### src/rtl/mem_arb_pkg.sv
// mem_arb_pkg: shared widths, state encoding and constants for the memory port arbiter
package mem_arb_pkg;
  localparam int MEM_AW = 32;
  localparam int MEM_DW = 32;
  localparam int MASK_W = 4;
  localparam logic [MEM_DW-1:0] TIMEOUT_RDATA = 32'h0;
  typedef enum logic [1:0] {IDLE, I_BUSY, D_BUSY, DONE} arb_state_t;
endpackage

### src/rtl/mem_port_arbiter.sv
// mem_port_arbiter: shares one memory port between fetch and load/store with data priority and a starvation guard
module mem_port_arbiter
  import mem_arb_pkg::*;
#(
  parameter int MAX_D_STREAK   = 4,
  parameter int TIMEOUT_CYCLES = 255
) (
  input  logic              clk,
  input  logic              rst,
  input  logic              i_req,
  input  logic [MEM_AW-1:0] i_addr,
  input  logic [MASK_W-1:0] i_mask,
  output logic              i_valid,
  output logic [MEM_DW-1:0] i_rdata,
  input  logic              d_req,
  input  logic              d_we,
  input  logic [MEM_AW-1:0] d_addr,
  input  logic [MEM_DW-1:0] d_wdata,
  input  logic [MASK_W-1:0] d_mask,
  output logic              d_valid,
  output logic [MEM_DW-1:0] d_rdata,
  output logic              m_req,
  output logic              m_we,
  output logic [MEM_AW-1:0] m_addr,
  output logic [MEM_DW-1:0] m_wdata,
  output logic [MASK_W-1:0] m_mask,
  input  logic              m_valid,
  input  logic [MEM_DW-1:0] m_rdata,
  output logic              bus_err
);
  localparam int SW = MAX_D_STREAK > 0 ? $clog2(MAX_D_STREAK + 1) : 1;
  localparam int TW = $clog2(TIMEOUT_CYCLES + 2);
  arb_state_t state;
  logic [SW-1:0] streak;
  logic [TW-1:0] tcnt;
  logic streak_max, gnt_i, gnt_d, busy, tmo, fin;
  logic [MEM_DW-1:0] cap;
  assign streak_max = streak == SW'(MAX_D_STREAK);
  assign gnt_i = state == IDLE && i_req && (!d_req || streak_max);
  assign gnt_d = state == IDLE && d_req && !gnt_i;
  assign busy  = state == I_BUSY || state == D_BUSY;
  // tcnt counts BUSY cycles starting at 1, so the match lands on the last allowed cycle
  assign tmo   = busy && !m_valid && TIMEOUT_CYCLES != 0 && tcnt == TW'(TIMEOUT_CYCLES);
  assign fin   = busy && (m_valid || tmo);
  assign cap   = tmo ? TIMEOUT_RDATA : m_we ? '0 : m_rdata;
  // arbitration state, data streak and transaction timeout counter
  always_ff @(posedge clk or negedge rst) begin
    if (!rst) begin
      state  <= IDLE;
      streak <= '0;
      tcnt   <= '0;
    end else begin
      state  <= gnt_i ? I_BUSY : gnt_d ? D_BUSY : fin ? DONE : state == DONE ? IDLE : state;
      if (gnt_i || (gnt_d && !i_req)) streak <= '0;
      else if (gnt_d && !streak_max) streak <= streak + 1'b1;
      if (gnt_i || gnt_d) tcnt <= TW'(1);
      else if (busy) tcnt <= tcnt + 1'b1;
    end
  end
  // shared-port bank: loaded on grant, held through BUSY, request dropped on completion
  always_ff @(posedge clk or negedge rst) begin
    if (!rst) begin
      m_req   <= 1'b0;
      m_we    <= 1'b0;
      m_addr  <= '0;
      m_wdata <= '0;
      m_mask  <= '0;
    end else if (gnt_i) begin
      m_req   <= 1'b1;
      m_we    <= 1'b0;
      m_addr  <= i_addr;
      m_wdata <= '0;
      m_mask  <= i_mask;
    end else if (gnt_d) begin
      m_req   <= 1'b1;
      m_we    <= d_we;
      m_addr  <= d_addr;
      m_wdata <= d_wdata;
      m_mask  <= d_mask;
    end else if (fin) begin
      m_req   <= 1'b0;
    end
  end
  // response bank: one-cycle valid to the owner during DONE, rdata held until the next completion
  always_ff @(posedge clk or negedge rst) begin
    if (!rst) begin
      i_valid <= 1'b0;
      d_valid <= 1'b0;
      i_rdata <= '0;
      d_rdata <= '0;
      bus_err <= 1'b0;
    end else begin
      i_valid <= fin && state == I_BUSY;
      d_valid <= fin && state == D_BUSY;
      if (fin && state == I_BUSY) i_rdata <= cap;
      if (fin && state == D_BUSY) d_rdata <= cap;
      bus_err <= bus_err | tmo;
    end
  end
endmodule

### config.mk
export PLATFORM = sky130hd
export DESIGN_NAME = mem_port_arbiter
export DESIGN_NICKNAME = d
export VERILOG_FILES = /design/src/rtl/mem_arb_pkg.sv /design/src/rtl/mem_port_arbiter.sv
export SDC_FILE = /design/constraint.sdc
export NUM_CORES = 1
export LEC_CHECK = 0
export CORE_MARGIN = 5
export CORE_UTILIZATION = 44
export DETAILED_ROUTE_END_ITERATION = 8
export GPL_ROUTABILITY_DRIVEN = 0
export MAX_ROUTING_LAYER = met4
export PLACE_DENSITY = 0.85
export SLEW_MARGIN = 20
export SYNTH_ARGS = -nofsm -noshare
export SYNTH_HDL_FRONTEND = slang
export SYNTH_SLANG_ARGS = --single-unit
export TNS_END_PERCENT = 20
### constraint.sdc
create_clock -name clk -period 4.7 [get_ports clk]
set_input_delay 0.47 -clock clk [delete_from_list [all_inputs] [get_ports clk]]
set_output_delay 0.47 -clock clk [all_outputs]
set_load 0.02 [all_outputs]
==> metrics.yaml <==
global_routing:
  number_of_antenna_violations_at_the_first_check_in_global_routing: 0
  vias_in_the_first_global_route: 5237
  grt_max_degree: 117
  grt_pass1_wl_mm: 28.6
  globalRouteOverflowTotal: 0
  grt_use_total: 0.235
cts:
  cts_buffer_depth: 2
  hold_buffers: 0
  worstSkewPairLatency_ns: 0.40
  numClockSinks: 151
  tritoncts.num_buffers: 17
  cts_resized: 0
  cts.htree.levels: 4
  clockRootBuffer: "sky130_fd_sc_hd__clkbuf_16"
  clock_pin_slew_on_the_worst_setup_and_hold_paths_ns: 0.06
  cts_setup_buffers: 0
  clock_tree_from_tritoncts: "yes"
setup_path:
  worst-endpoint-required_ns: 5.03
  crit_path_start: "state[0]$_DFFE_PN0P_"
  critPathMaxFanout: 59
  r2r_slack_ns: 2.35
  endpoint_kind: "flop"
  reg2reg_from: "state[0]$_DFFE_PN0P_"
  worst_setup_path_start_kind: "flop"
  path_class: "flop to flop"
  arrival_worst_endpoint_ns: 2.68
drt:
  via_per_inst: 5.52
  drtPass1Iterations: 4
  wire_per_inst_um: 20.5
  drcViolationCount: 0
  routed_wirelength_mm: 18.1
  route.vias.total: 4888
  drtIter0Drc: 432
  ant_nets: 0
floorplan:
  io-pin-count: 279
  num_rows: 42
  die_h_um: 126
  die_width_um: 126
  floorplan.initialDensity: 0.447
  fp.dieArea_um2: 15800
  core_um2: 13200
final_layout:
  seqCellArea_um2: 3780
  n_antenna_cell: 0
  num-fill-cells: 866
  multiInputGateArea_um2: 1930
  area_growth_syn_to_layout_pct: 60.1
  finalCoreUtilization: 0.716
  final_nets: 847
  drive_above_1_share: 0.0649
power_and_ir_drop:
  power_density_nw_per_um2: 728
  leakagePower_nw: 4.10
  irDropWorstVdd_v: 0.000374
yosys:
  yosys-top-cells-count: "sky130_fd_sc_hd__dfrtp_1 (151), sky130_fd_sc_hd__a22o_1 (97), sky130_fd_sc_hd__a221o_1 (37), sky130_fd_sc_hd__and2_0 (18), sky130_fd_sc_hd__and2_1 (18)"
  most_instantiated_library_cell_after_synthesis: "sky130_fd_sc_hd__dfrtp_1"
  mappedNetlistNets: 580
  postSynthRegisterBits: 151
  async_flop_share: 1.00
  yosysTopAreaCellShare: 0.640
  yosys_warnings: 0
  synth.avg_cell_area_um2: 13.7
  synth.lib_cells_used.distinct: 34
  netlist_top_cells_area: "sky130_fd_sc_hd__dfrtp_1 (64%), sky130_fd_sc_hd__a22o_1 (14%), sky130_fd_sc_hd__a221o_1 (6.3%)"
  yosysSeqAreaShare: 0.640
  number_of_enable_flip_flop_cells_after_synthesis: 0
  synth_cells: 430
  syn-cell-area_um2: 5900
  yosys_most_used_dff: "sky130_fd_sc_hd__dfrtp_1"
  netlist.top_cell.by_area: "sky130_fd_sc_hd__dfrtp_1"
sta:
  worst-slew-pin-transition_ns: 0.933
  minimum_period_implied_by_the_final_worst_setup_slack_ns: 2.35
  finalSetupTns_ns: 0
  min_period_over_period: 0.499
  fin_worst_skew_ns: 0.00997
  maxSlewViolCount: 0
  setup-violations-final: 0
  worst_slew_margin_rel: 0.378
  fmaxAchievable_mhz: 426
  minimum_hold_slack_ns: 0.174
  hold_viol: 0
  rsz0062_at_grt: "no"
hold_path:
  min_path_type: "input port to async pin"
placement:
  place.detailed.hpwl_mm: 12.8
  buffer_ports.inserted: 278
run_status:
  run_status: "finished clean"
job:
  maxCapViolCount: 0
## worst max-delay path, cell delays in order (launching register included)
cell	delay (ns)
sky130_fd_sc_hd__dfrtp_1	0.40
sky130_fd_sc_hd__inv_1	0.12
sky130_fd_sc_hd__ha_1	0.33
sky130_fd_sc_hd__nand2_1	0.19
sky130_fd_sc_hd__a31oi_4	0.34
sky130_fd_sc_hd__buf_4	0.57
sky130_fd_sc_hd__a221o_1	0.28
## power by group
group,leakage [nW],internal (mW),switching [mW]
logic,1.87,1.61,1.57
clock network,0.305,0.954,0.523
registers,1.93,1.87,0.347
total,4.10,4.44,2.44
## path summary, 6_finish.rpt
| check | depth (start not counted) | endpoint |
|---|---|---|
| hold reg to reg | 1 | d_rdata[31]$_DFFE_PN0P_ |
| hold / removal | 1 | i_rdata[7]$_DFFE_PN0P_ |
| setup reg to reg | 6 | m_addr[20]$_DFFE_PN0N_ |
| min in group clk | 1 | d_rdata[31]$_DFFE_PN0P_ |
| max in group asynchronous | 2 | tcnt[0]$_DFFE_PN0P_ |
| setup / recovery | 6 | m_addr[20]$_DFFE_PN0N_ |
## routing by layer
layer | share of wire | global-route usage
met5 | 0 | -
met3 | 0.074 | 0.0715
met4 | 0.023 | 0.0877
met2 | 0.49 | 0.363
met1 | 0.42 | 0.294
## per-stage QoR
stage                     area (µm²)  power, mW  cells  worst slack, ns
after detailed placement        8770       5.41    853             2.10
after global placement          8770       5.30    853             2.15
final                           9450       6.88    885             2.35
after CTS                       9420       6.93    884             2.39
after floorplan                 5900       3.90    430             3.02
after global routing            9450       7.23    885             2.18
## sequential cells by signal (all words and copies together) (netlist names), 2 cells and up
signal and flops:
m_mask 4, d_rdata 32, state 2, m_addr 32, i_rdata 32, streak 3
tcnt 9, m_wdata 32
## cell families after synthesis
logic type	after synthesis	synth area share
AND/OR/NAND/NOR	67	0.0640
AO/OA/AOI/OAI	155	0.234
buffers and inverters	44	0.0373
XOR/XNOR	4	0.00594
multiplexers	1	0.00170
flip-flops	151	0.640
adder cells (fa/ha/maj)	8	0.0170
## cells in the final DEF (no fill, tap or decap), types with 2 or more instances in the layout
master / n
sky130_fd_sc_hd__and4b_2: 2
sky130_fd_sc_hd__and2_1: 18
sky130_fd_sc_hd__nand2_2: 2
sky130_fd_sc_hd__clkbuf_16: 17
sky130_fd_sc_hd__a31o_2: 2
sky130_fd_sc_hd__clkinvlp_4: 3
sky130_fd_sc_hd__nand3_1: 2
sky130_fd_sc_hd__a21oi_1: 5
sky130_fd_sc_hd__or3_1: 2
sky130_fd_sc_hd__ha_1: 8
sky130_fd_sc_hd__inv_1: 9
sky130_fd_sc_hd__clkdlybuf4s50_1: 277
sky130_fd_sc_hd__a22o_1: 97
sky130_fd_sc_hd__xor2_1: 3
sky130_fd_sc_hd__nor2_1: 10
sky130_fd_sc_hd__o21ai_0: 3
sky130_fd_sc_hd__dfrtp_1: 151
sky130_fd_sc_hd__nand4_1: 4
sky130_fd_sc_hd__a221o_1: 37
sky130_fd_sc_hd__a32o_1: 2
sky130_fd_sc_hd__and2_0: 18
sky130_fd_sc_hd__clkinv_2: 2
sky130_fd_sc_hd__bufinv_16: 5
sky130_fd_sc_hd__clkbuf_8: 2
sky130_fd_sc_hd__nand2_1: 7
sky130_fd_sc_hd__buf_4: 4
## cell type report
type                            count  area share
Clock buffer                       19      0.0469
Clock inverter                     12      0.0212
Inverter                            9     0.00358
Multi-Input combinational cell    235       0.204
Sequential cell                   151       0.400
Tap cell                          176      0.0233
Timing Repair Buffer              283       0.301
Power figures use the tool's default switching activity.
==> variant: new RTL, config.mk and constraints unchanged <==
The package constant `MEM_DW` goes from 32 to 48.
--- a/src/rtl/mem_arb_pkg.sv
+++ b/src/rtl/mem_arb_pkg.sv
@@ -1,7 +1,7 @@
 // mem_arb_pkg: shared widths, state encoding and constants for the memory port arbiter
 package mem_arb_pkg;
   localparam int MEM_AW = 32;
-  localparam int MEM_DW = 32;
+  localparam int MEM_DW = 48;
   localparam int MASK_W = 4;
   localparam logic [MEM_DW-1:0] TIMEOUT_RDATA = 32'h0;
   typedef enum logic [1:0] {IDLE, I_BUSY, D_BUSY, DONE} arb_state_t;
Ports: changed (5 resized); port bits go from 279 to 359. No check against the original RTL was run, so the function may have changed too.
==> variant against the original RTL <==
  * Routed wire length rose by 36%
  * Utilization fell by 3.3 points
  * Sequential cell count rose by 48
  * Area after synthesis rose by 36%
  * Sequential share of layout area rose by 0.60 points
  * Total power rose by 23%
  * Cell area rose by 30%
  * Final cell count rose by 43%
  * Worst setup slack improved by 0.0049 ns
==> variant: results (changes against the original RTL) <==
----------------------------------------------------
[Global routing]
  Wire length of the first global-routing pass ... 38.0 mm (was 28.6 mm)
  All-Layer GR Usage ... 23.4% (was 23.5%)
  Maximum number of pins on one net before global-route repair ... 128 (was 117)
  Vias in the first global route ... 6804 (was 5237)
  Number of antenna violations at the first check in global routing ... 0 (unchanged)

[Timing]
  Setup TNS ... 0 ns (unchanged)
  Clk_skew ... 0.0118 ns (was 0.00997 ns)
  Normalized max-slew margin ... 34.4% (was 37.8%)
  Top achievable clock speed ... 0.427 GHz (was 0.426 GHz)

[Power]
  Leakage power summed over all cells ... 5.35 nW (was 4.10 nW)
  Largest voltage drop on the vdd net ... 420 uV (was 374 uV)
  Power spent charging and discharging nets ... 3.30 mW (was 2.44 mW)

[Setup path]
  Critical path data arrival time ... 2.60 ns (was 2.68 ns)
  CP max FO ... 97 (was 59)
  Reg2reg setup slack ... 2.36 ns (was 2.35 ns)

[Synthesis]
  Async set-reset flop share out of synthesis ... 100% (unchanged)
  Top cells by area, synth ... sky130_fd_sc_hd__dfrtp_1 62%, sky130_fd_sc_hd__o21ai_0 6.2%, sky130_fd_sc_hd__a22o_1 5.3% (was sky130_fd_sc_hd__dfrtp_1 64%, sky130_fd_sc_hd__a22o_1 14%, sky130_fd_sc_hd__a221o_1 6.3%)
  Post-synthesis net count ... 874 (was 580)
  Post-synthesis average cell area ... 11.6 um^2 (was 13.7 um^2)
  Seq/Total Area, Yosys ... 62.1% (was 64.0%)
  Commonest cells in the netlist ... 199 x sky130_fd_sc_hd__dfrtp_1, 110 x sky130_fd_sc_hd__nand2_1, 100 x sky130_fd_sc_hd__o21ai_0, 50 x sky130_fd_sc_hd__nand3b_1, 49 x sky130_fd_sc_hd__a22o_1 (was 151 x sky130_fd_sc_hd__dfrtp_1, 97 x sky130_fd_sc_hd__a22o_1, 37 x sky130_fd_sc_hd__a221o_1, 18 x sky130_fd_sc_hd__and2_0, 18 x sky130_fd_sc_hd__and2_1)
  Yosys synthesis warning count ... 0 (unchanged)
  Number of distinct library cells after synthesis ... 37 (was 34)

[Placed design]
  Post-DP Area ... 11700 um^2 (was 8770 um^2)
  Post-detailed-placement half-perimeter wirelength ... 17.3 mm (was 12.8 mm)
  Place WS ... 2.33 ns (was 2.10 ns)
  Number of port buffers ... 358 (was 278)

[Cells and area]
  Multi-input combinational cell area ... 2720 um^2 (was 1930 um^2)
  Layout filler cell count ... 1323 (was 866)

[Route]
  Total wire length after detailed routing ... 24.6 mm (was 18.1 mm)
  Average vias per placed instance ... 5.31 (was 5.52)
  TritonRoute pass-1 iters ... 5 (was 4)

[CTS]
  Clock latency at the later pin of the worst-skew pair ... 0.43 ns (was 0.40 ns)
  Setup fix buffers added after clock tree synthesis ... 0 (unchanged)
  Worst-path clk slew ... 0.08 ns (was 0.06 ns)

[Run status]
  Result of the run ... finished, final reports clean (unchanged)

----------------------------------------------------
variant: per-stage QoR:
| step | power [mW] | hold WS [ns] | cells |
|---|---|---|---|
| 6_report | 8.48 | 0.0977 | 1265 |
| 5_1_grt | 8.96 | 0.192 | 1265 |
| 4_1_cts | 8.56 | 0.236 | 1265 |
| 3_5_place_dp | 7.07 | 0.465 | 1233 |
| 3_3_place_gp | 6.95 | 0.449 | 1233 |
| 2_1_floorplan | 5.05 | 0.174 | 692 |
variant: kinds of logic after synthesis:
family / after synthesis / synth area share [%]
AOI/OAI and AO/OA: 204 / 18.1
xor gates and xnor gates: 4 / 0.437
adders and majority gates: 8 / 1.25
buffers and inverters: 62 / 4.19
DFF: 199 / 62.1
muxes: 1 / 0.125
and+or+nand+nor: 214 / 13.8
variant: cell type report:
type | count | area share (%)
repair buffers | 367 | 29.9
clock inverters | 14 | 1.27
flip-flops and latches | 199 | 40.6
clock buffers | 18 | 3.50
multi-input cells | 431 | 22.2
inverters | 7 | 0.214
well taps | 229 | 2.34
variant: path summary, 6_finish.rpt:
path                       startpoint  cells past startpoint          end
max                           tcnt[0]                      7  d_rdata[13]
max reg2reg                   tcnt[0]                      7  d_rdata[13]
min reg2reg                     m_req                      2        m_req
max in group asynchronous         rst                      2  i_rdata[32]
min                               rst                      1    m_addr[5]
min in group clk                m_req                      2        m_req
variant: power by group through the flow:
stage | clock network [mW] | logic [mW] | registers [mW]
2_1_floorplan | 0 | 1.34 | 3.72
3_3_place_gp | 0 | 4.08 | 2.87
3_5_place_dp | 0 | 4.18 | 2.89
4_1_cts | 1.49 | 4.19 | 2.87
5_1_grt | 1.56 | 4.43 | 2.97
6_report | 1.46 | 4.15 | 2.87
variant: metal layers:
metal / routed length, um / vias up / track usage (%)
met1: 9920 / 3269 / 29.4
met4: 544 / 0 / 6.48
met3: 1920 / 31 / 6.21
li1: - / 3122 / -
met2: 12200 / 294 / 37.6
met5: 0 / - / -
variant: worst max-delay path: stages, from the launching register on:
cell,delay [ns]
sky130_fd_sc_hd__dfrtp_1,0.42
sky130_fd_sc_hd__ha_1,0.25
sky130_fd_sc_hd__nand2_1,0.07
sky130_fd_sc_hd__nor3_1,0.04
sky130_fd_sc_hd__ha_1,0.22
sky130_fd_sc_hd__o211ai_1,0.17
sky130_fd_sc_hd__buf_4,0.69
sky130_fd_sc_hd__o21ai_0,0.27
